[config.mk]
export PLATFORM = sky130hd
export DESIGN_NAME = wait_timer
export DESIGN_NICKNAME = d
export VERILOG_FILES = /design/src/rtl/wait_timer.sv
export SDC_FILE = /design/constraint.sdc
export NUM_CORES = 1
export LEC_CHECK = 0
export ABC_CLOCK_PERIOD_IN_PS = 3100
export BUFFER_PORTS_ARGS = -buffer_cell sky130_fd_sc_hd__buf_4
export CAP_MARGIN = 20
export CORE_ASPECT_RATIO = 1.75
export CORE_MARGIN = 2
export CORE_UTILIZATION = 57
export DETAILED_ROUTE_END_ITERATION = 7
export PLACE_DENSITY = 0.88
export SYNTH_ARGS = -nofsm -noshare
export SYNTH_HDL_FRONTEND = slang
export SYNTH_SLANG_ARGS = --single-unit
[constraint.sdc]
create_clock -name clk -period 3.1 [get_ports clk]
set_input_delay 0.31 -clock clk [delete_from_list [all_inputs] [get_ports clk]]
set_output_delay 0.31 -clock clk [all_outputs]
set_load 0.01 [all_outputs]
[src/rtl/wait_timer.sv]
// Programmable-limit wait timer with clock prescaler and one-shot, periodic and free-run modes.
// Expiry is flagged by a registered one-cycle pulse that lines up with the count value that caused it.
module wait_timer #(
  parameter int WIDTH = 14,
  parameter int PW    = 8
) (
  input  logic             clk,
  input  logic             rst,
  input  logic             clr,
  input  logic             start,
  input  logic             stop,
  input  logic             pause,
  input  logic [WIDTH-1:0] limit,
  input  logic [1:0]       mode,
  input  logic [PW-1:0]    presc,
  output logic [WIDTH-1:0] count,
  output logic             expired,
  output logic             done,
  output logic             busy,
  output logic             cfg_err,
  output logic [1:0]       state_dbg
);

  typedef enum logic [1:0] {
    IDLE = 2'd0,
    RUN  = 2'd1,
    DONE = 2'd2
  } state_t;

  state_t           state_q, state_d;
  logic [WIDTH-1:0] count_q, count_d;
  logic [PW-1:0]    psc_q, psc_d;
  logic [WIDTH-1:0] lim_q, lim_d;
  logic [1:0]       mode_q, mode_d;
  logic [PW-1:0]    presc_q, presc_d;
  logic             exp_q, exp_d;
  logic             err_q, err_d;
  logic [WIDTH-1:0] cnt_inc;
  logic [WIDTH-1:0] lim_dec;

  assign cnt_inc = count_q + 1'b1;
  assign lim_dec = lim_q - 1'b1;

  // State register: every piece of timer state lives here.
  always_ff @(posedge clk) begin
    if (rst) begin
      state_q <= IDLE;
      count_q <= '0;
      psc_q   <= '0;
      lim_q   <= '0;
      mode_q  <= '0;
      presc_q <= '0;
      exp_q   <= 1'b0;
      err_q   <= 1'b0;
    end else begin
      state_q <= state_d;
      count_q <= count_d;
      psc_q   <= psc_d;
      lim_q   <= lim_d;
      mode_q  <= mode_d;
      presc_q <= presc_d;
      exp_q   <= exp_d;
      err_q   <= err_d;
    end
  end

  // Next state. Control inputs are single-cycle requests with no handshake; on any edge the
  // winner is clr > start > stop > pause > prescaler tick, and the losers are simply dropped.
  always_comb begin
    state_d = state_q;
    count_d = count_q;
    psc_d   = psc_q;
    lim_d   = lim_q;
    mode_d  = mode_q;
    presc_d = presc_q;
    exp_d   = 1'b0;
    err_d   = err_q;
    if (clr) begin
      state_d = IDLE;
      count_d = '0;
      psc_d   = '0;
      lim_d   = '0;
      mode_d  = '0;
      presc_d = '0;
      err_d   = 1'b0;
    end else if (start) begin
      if (limit == '0 && mode != 2'd2) begin
        // A zero limit can never be reached by a counting mode: refuse and keep the old count.
        err_d   = 1'b1;
        state_d = IDLE;
      end else begin
        lim_d   = limit;
        mode_d  = mode;
        presc_d = presc;
        count_d = '0;
        psc_d   = '0;
        err_d   = 1'b0;
        state_d = RUN;
      end
    end else if (stop && state_q == RUN) begin
      state_d = IDLE;
    end else if (state_q == RUN && !pause) begin
      if (psc_q == presc_q) begin
        psc_d = '0;
        case (mode_q)
          2'd1: begin
            if (count_q == lim_dec) begin
              count_d = '0;
              exp_d   = 1'b1;
            end else begin
              count_d = cnt_inc;
            end
          end
          2'd2: begin
            count_d = cnt_inc;
            exp_d   = (count_q == {WIDTH{1'b1}});
          end
          default: begin
            count_d = cnt_inc;
            if (cnt_inc == lim_q) begin
              state_d = DONE;
              exp_d   = 1'b1;
            end
          end
        endcase
      end else begin
        psc_d = psc_q + 1'b1;
      end
    end
  end

  always_comb begin
    busy      = (state_q == RUN);
    done      = (state_q == DONE);
    count     = count_q;
    expired   = exp_q;
    cfg_err   = err_q;
    state_dbg = state_q;
  end

endmodule

==> results.cfg, run 1 <==
[hold_path]
hold_start = presc[2]
hp-class = in -> reg

[routing]
via_count = 2912
first_pass_iters = 5
drc = 0
vias_per_cell = 6.13
routed_wl_mm = 7.68
drtIter0Drc = 179
ant_nets = 0
routedWlPerCell_um = 16.2

[clock_tree]
path_clk_slew_ns = 0.09
clock_latency_ns = 0.30
cts_root_buf = clkbuf_8
cts_tree = built
cts_setup_buffers = 0
cts_buffers = 5
clk_path_buf_depth = 2
htreeDepth = 2
cts.sinks = 50

[finish]
nFillCells = 458
area_growth_pct = 15.0
drive_gt1_frac = 0.164
diodes = 0
mostFrequentLayoutCell = buf_4
final_cell_mix = 53 x buf_4, 50 x nand2_1, 50 x dfxtp_1
nets = 454
final_cells = 475

[global_route]
grt_pass1_wl_mm = 12.7
grt-ovfl-total = 0
global_route.usage.met1 = 0.291
use_met3 = 0.0319
antenna_found_initial = 0
top_usage_layer = met2
grt_pass1_vias = 2713
met2_usage = 0.503
track_usage = 0.273
grt_max_degree = 29

[worst_setup_path]
critPathLaunch = lim_q[1]
crit_arrival_ns = 3.08
path_class = reg -> reg
slowest_stage = or3b_1
cp.required_ns = 3.35
crit_path_end_kind = flop
path_cells = inv_1 -> ha_1 -> or3b_1 -> o31a_1 -> o2111ai_1 -> and4bb_1 -> a41oi_4 -> buf_4 -> nand3b_1 -> nand3_1
max_stage_delay_ns = 0.50
cp-start-kind = flop
cp_max_fo = 9
rr_startpoint = lim_q[1]

[floorplan]
core_area_um2 = 5260
start_util = 0.588
num_rows = 35
dieArea_um2 = 6050
num_io_pins = 50
die-width_um = 59.7
die_y_um = 101

[job]
maxCapViolations = 0

[logic_synthesis]
synthDistinctLibCells = 55
synth_edf_count = 0
ys_warn_count = 0
syn_avg_cell_area_um2 = 7.98
yosysSeqAreaShare = 0.324
syn_area_um2 = 3090
netlist_instances = 387
ys_seq_elements = 50
synthArstFlopShare = 0
syn_nets = 422
synth_top_flop_cell = dfxtp_1

[pwr]
power_density_nw_per_um2 = 370
ir_drop_mv = 0.320
p_leak_nw = 1.41
finalPower_mw = 1.31

[timing]
relSlewSlack = 0.481
period_share = 0.914
setup_violations = 0
final_max_slew_viol_count = 0
clock_skew_ns = 0.00699
setup_slack_ns = 0.266
worst_pin_slew_ns = 0.773
fmax_mhz = 353
hold_viol_final = 0
rsz0062_at_grt = false
tns_ns = 0
final.min_clock_period_ns = 2.83

[outcome]
outcome = complete, no violations

[placement]
hpwl_mm = 5.96
gp_congestion = 0.924
dp_slack_ns = 0.257
dp_cells = 467
portBuffers = 49
final cells by class:
class | instances | area, um^2 | share of cell area
sequential | 50 | 1000 | 0.282
tap | 55 | 68.8 | 0.0194
multi-input combinational | 301 | 1940 | 0.547
clock inverter | 3 | 43.8 | 0.0123
inverter | 8 | 30.0 | 0.00845
timing repair buffer | 53 | 398 | 0.112
clock buffer | 5 | 68.8 | 0.0194
critical path: cells and delay by family, from the launching register on:
kind | cells | cell delay [ns]
DFF | 1 | 0.38
buffers and inverters | 2 | 0.28
AOI/OAI and AO/OA | 3 | 0.88
adders and majority gates | 1 | 0.32
and+or+nand+nor | 4 | 0.92
per-stage QoR:
step | hold WS [ns] | instance area (um^2) | utilization
6_report | 0.232 | 3550 | 0.676
5_1_grt | 0.224 | 3550 | 0.676
4_1_cts | 0.225 | 3540 | 0.674
3_5_place_dp | 0.491 | 3430 | 0.653
3_3_place_gp | 0.490 | 3430 | 0.653
2_1_floorplan | 0.446 | 3090 | -
power breakdown:
group	internal (mW)	switching [mW]
Sequential	0.654	0.0144
Combinational	0.0836	0.0975
Clock	0.242	0.222
Total	0.979	0.334
kinds of logic after synthesis:
logic type,count (synthesis),share of synthesized area
and+or+nand+nor,175,0.290
AOI/OAI and AO/OA,61,0.134
DFF,50,0.324
xor gates and xnor gates,46,0.135
buffers and inverters,36,0.0518
muxes,14,0.0454
adders and majority gates,5,0.0203
timing repair:
item                                    in CTS  in global routing
endpoints found under the setup margin       0                  1
resized for setup                            0                  1
hold buffers                                 0                  0
per-layer routing:
| metal | wire length (um) | vias up |
|---|---|---|
| li1 | - | 1431 |
| met1 | 2800 | 1350 |
| met2 | 4210 | 104 |
| met3 | 308 | 27 |
| met4 | 359 | 0 |
| met5 | 0 | - |
cell usage after synthesis (2+ instances only):
library cell,number,area (um^2)
dfxtp_1,50,1000
nand2_1,50,188
nor2_1,38,143
xnor2_1,34,298
clkbuf_1,22,82.6
a21oi_1,19,95.1
nand3_1,16,80.1
mux2i_1,14,140
nand4_1,13,81.3
xor2_1,11,96.3
o21ai_1,9,45.0
and3_1,8,50.1
inv_1,8,30.0
nor4_1,8,50.1
nand2b_1,6,37.5
nor2b_1,6,37.5
nor3_1,6,30.0
ha_1,5,62.6
a221o_1,4,40.0
o22ai_1,4,25.0
a31oi_1,3,18.8
buf_6,3,33.8
nand3b_1,3,22.5
nor3b_1,3,22.5
o2111ai_1,3,26.3
o21a_1,3,22.5
or4_1,3,22.5
a211oi_1,2,15.0
and2_1,2,12.5
buf_2,2,10.0
o211a_1,2,20.0
o311ai_0,2,17.5
o31ai_1,2,15.0
or3_1,2,12.5
worst paths after layout:
kind	cells after the start	slack [ns]	endpoint
worst max-delay path	10	0.27	count[2]
worst max register to register	10	0.27	count[2]
worst min register to register	2	0.51	lim_q[12]
worst min-delay path	3	0.23	presc_q[2]
state kept, by name, summed over array words and instances (netlist names):
name,cells
count,14
lim_q,14
presc_q,8
psc_q,8
mode_q,2
state_dbg,2
cfg_err,1
expired,1
No activity file was read; power rests on OpenSTA's default activity.
==> run 2: changes to the inputs <==
--- a/config.mk
+++ b/config.mk
@@ -5,7 +5,7 @@
 export SDC_FILE = /design/constraint.sdc
 export NUM_CORES = 1
 export LEC_CHECK = 0
-export ABC_CLOCK_PERIOD_IN_PS = 3100
+export ABC_CLOCK_PERIOD_IN_PS = 2800
 export BUFFER_PORTS_ARGS = -buffer_cell sky130_fd_sc_hd__buf_4
 export CAP_MARGIN = 20
 export CORE_ASPECT_RATIO = 1.75
@@ -13,6 +13,8 @@
 export CORE_UTILIZATION = 57
 export DETAILED_ROUTE_END_ITERATION = 7
 export PLACE_DENSITY = 0.88
+export SETUP_SLACK_MARGIN = 0.1
+export SKIP_LAST_GASP = 1
 export SYNTH_ARGS = -nofsm -noshare
 export SYNTH_HDL_FRONTEND = slang
 export SYNTH_SLANG_ARGS = --single-unit
==> constraint.sdc (replaced) <==
create_clock -name clk -period 2.8 [get_ports clk]
set_input_delay 0.28 -clock clk [delete_from_list [all_inputs] [get_ports clk]]
set_output_delay 0.28 -clock clk [all_outputs]
set_load 0.01 [all_outputs]
==> run 2 against run 1 <==
  * Global-route usage up 1.1 points
  * Routed wire length up 5.7%
  * Sequential share of layout area down 0.75 points
  * Critical endpoint is now count[9]
  * Largest cell class unchanged
  * Largest power group unchanged
  * Highest routed layer unchanged
==> results.cfg, run 2 (synthesis results as in run 1) <==
[worst_setup_path]
rr_startpoint = lim_q[0]
cp_top_family = simple AND/OR/NAND/NOR gates
worstRegToRegCells = 9
path_class = reg -> reg
reg2reg_to = count[9]
cp_max_fo = 9
max_stage_delay_ns = 0.43
ff2ff_setup_slack_ns = 0.25
path_cells = inv_1 -> ha_1 -> or3b_4 -> nor4_4 -> o2111ai_2 -> and4bb_2 -> a41oi_4 -> and3_1 -> a221o_1
slowest_stage = or3b_4
crit_path_end_kind = flop
crit_arrival_ns = 2.75
cp.required_ns = 3.01
cp-start-kind = flop
path_buf_inv = 1

[finish]
nets = 463
final_cell_mix = 62 x buf_4, 50 x nand2_1, 48 x dfxtp_1
drive_gt1_frac = 0.200
mostFrequentLayoutCell = buf_4
nFillCells = 422
area_growth_pct = 18.5
fin_util = 0.696
final_cells = 484
diodes = 0

[routing]
routedWlPerCell_um = 16.8
via_count = 3051
ant_nets = 0
first_pass_iters = 6
vias_per_cell = 6.30
routed_wl_mm = 8.11
drc = 0
drtIter0Drc = 184

[timing]
relSlewSlack = 0.445
fmax_mhz = 393
tns_ns = 0
final_max_slew_viol_count = 0
hold_viol_final = 0
setup_slack_ns = 0.254
period_share = 0.909
rsz0062_at_grt = false
setup_violations = 0
worst_pin_slew_ns = 0.827
clock_skew_ns = 0.00764
hold_ws_ns = 0.200
final.min_clock_period_ns = 2.55

[hold_path]
hold_depth = 3
hold_start = presc[1]
hp-class = in -> reg
holdPathEnd = presc_q[1]

[clock_tree]
cts_root_buf = clkbuf_8
htreeDepth = 2
cts_tree = built
hold_buffers = 0
cts_buffers = 5
cts.sinks = 50
clk_path_buf_depth = 2
path_clk_slew_ns = 0.10
clock_latency_ns = 0.31

[global_route]
grt_pass1_vias = 2961
track_usage = 0.284
antenna_found_initial = 0
grt_max_degree = 29
grt-ovfl-total = 0
grt_pass1_wl_mm = 13.3

[floorplan]
num_io_pins = 50
core_area_um2 = 5260
start_util = 0.588
die_y_um = 101
num_rows = 35
die-width_um = 59.7
dieArea_um2 = 6050

[job]
maxCapViolations = 0

[placement]
gp_congestion = 0.927
hpwl_mm = 6.23
dp_slack_ns = 0.155
portBuffers = 49
dp_cells = 475

[pwr]
ir_drop_mv = 0.384
p_leak_nw = 1.45
power_density_nw_per_um2 = 404

[outcome]
outcome = complete, no violations
[run 2: where the power goes]
| part | internal (mW) | switching, mW |
|---|---|---|
| Sequential | 0.724 | 0.0144 |
| Clock | 0.267 | 0.254 |
| Combinational | 0.102 | 0.117 |
[run 2: timing repair]
action                                 in CTS  in global routing
setup buffers                               0                  1
gates resized for setup                     0                 11
setup endpoints to repair                   0                 14
endpoints found under the hold margin       0                  0
[run 2: final cells by class]
| type | instances | area (um^2) | share of cell area |
|---|---|---|---|
| inverters | 8 | 30.0 | 0.00821 |
| clock inverters | 2 | 37.5 | 0.0103 |
| well taps | 55 | 68.8 | 0.0188 |
| multi-input cells | 301 | 1980 | 0.542 |
| flip-flops and latches | 50 | 1000 | 0.274 |
| repair buffers | 62 | 465 | 0.127 |
| clock buffers | 6 | 72.6 | 0.0198 |
[run 2: per-stage QoR]
stage	area, um^2	power [mW]
2_1_floorplan	3100	0.887
3_5_place_dp	3490	0.959
4_1_cts	3600	1.47
5_1_grt	3660	1.54
3_3_place_gp	3490	0.953
6_report	3660	1.48
[run 2: how the worst max path moves through the flow]
| stage | from | end | slack [ns] | depth (start not counted) |
|---|---|---|---|---|
| after detailed placement | lim_q[0] | count[9] | 0.15 | 9 |
| after floorplan | lim_q[0] | count[6] | 0.12 | 13 |
| after CTS | lim_q[0] | count[9] | 0.14 | 9 |
| after global routing | lim_q[0] | count[9] | 0.1 | 9 |
| final | lim_q[0] | count[9] | 0.25 | 9 |
| after global placement | lim_q[0] | count[7] | 0.26 | 9 |
[run 2: routing by layer]
metal	wire, um	track usage	vias up
met1	2900	0.281	1424
met4	522	0.214	0
met3	377	0.0447	47
li1	-	-	1438
met5	0	0	-
met2	4320	0.505	142
[run 2: tightest hold or removal path: stages]
cell	delay [ns]
buf_4	0.08
mux2i_1	0.05
nor2_1	0.07
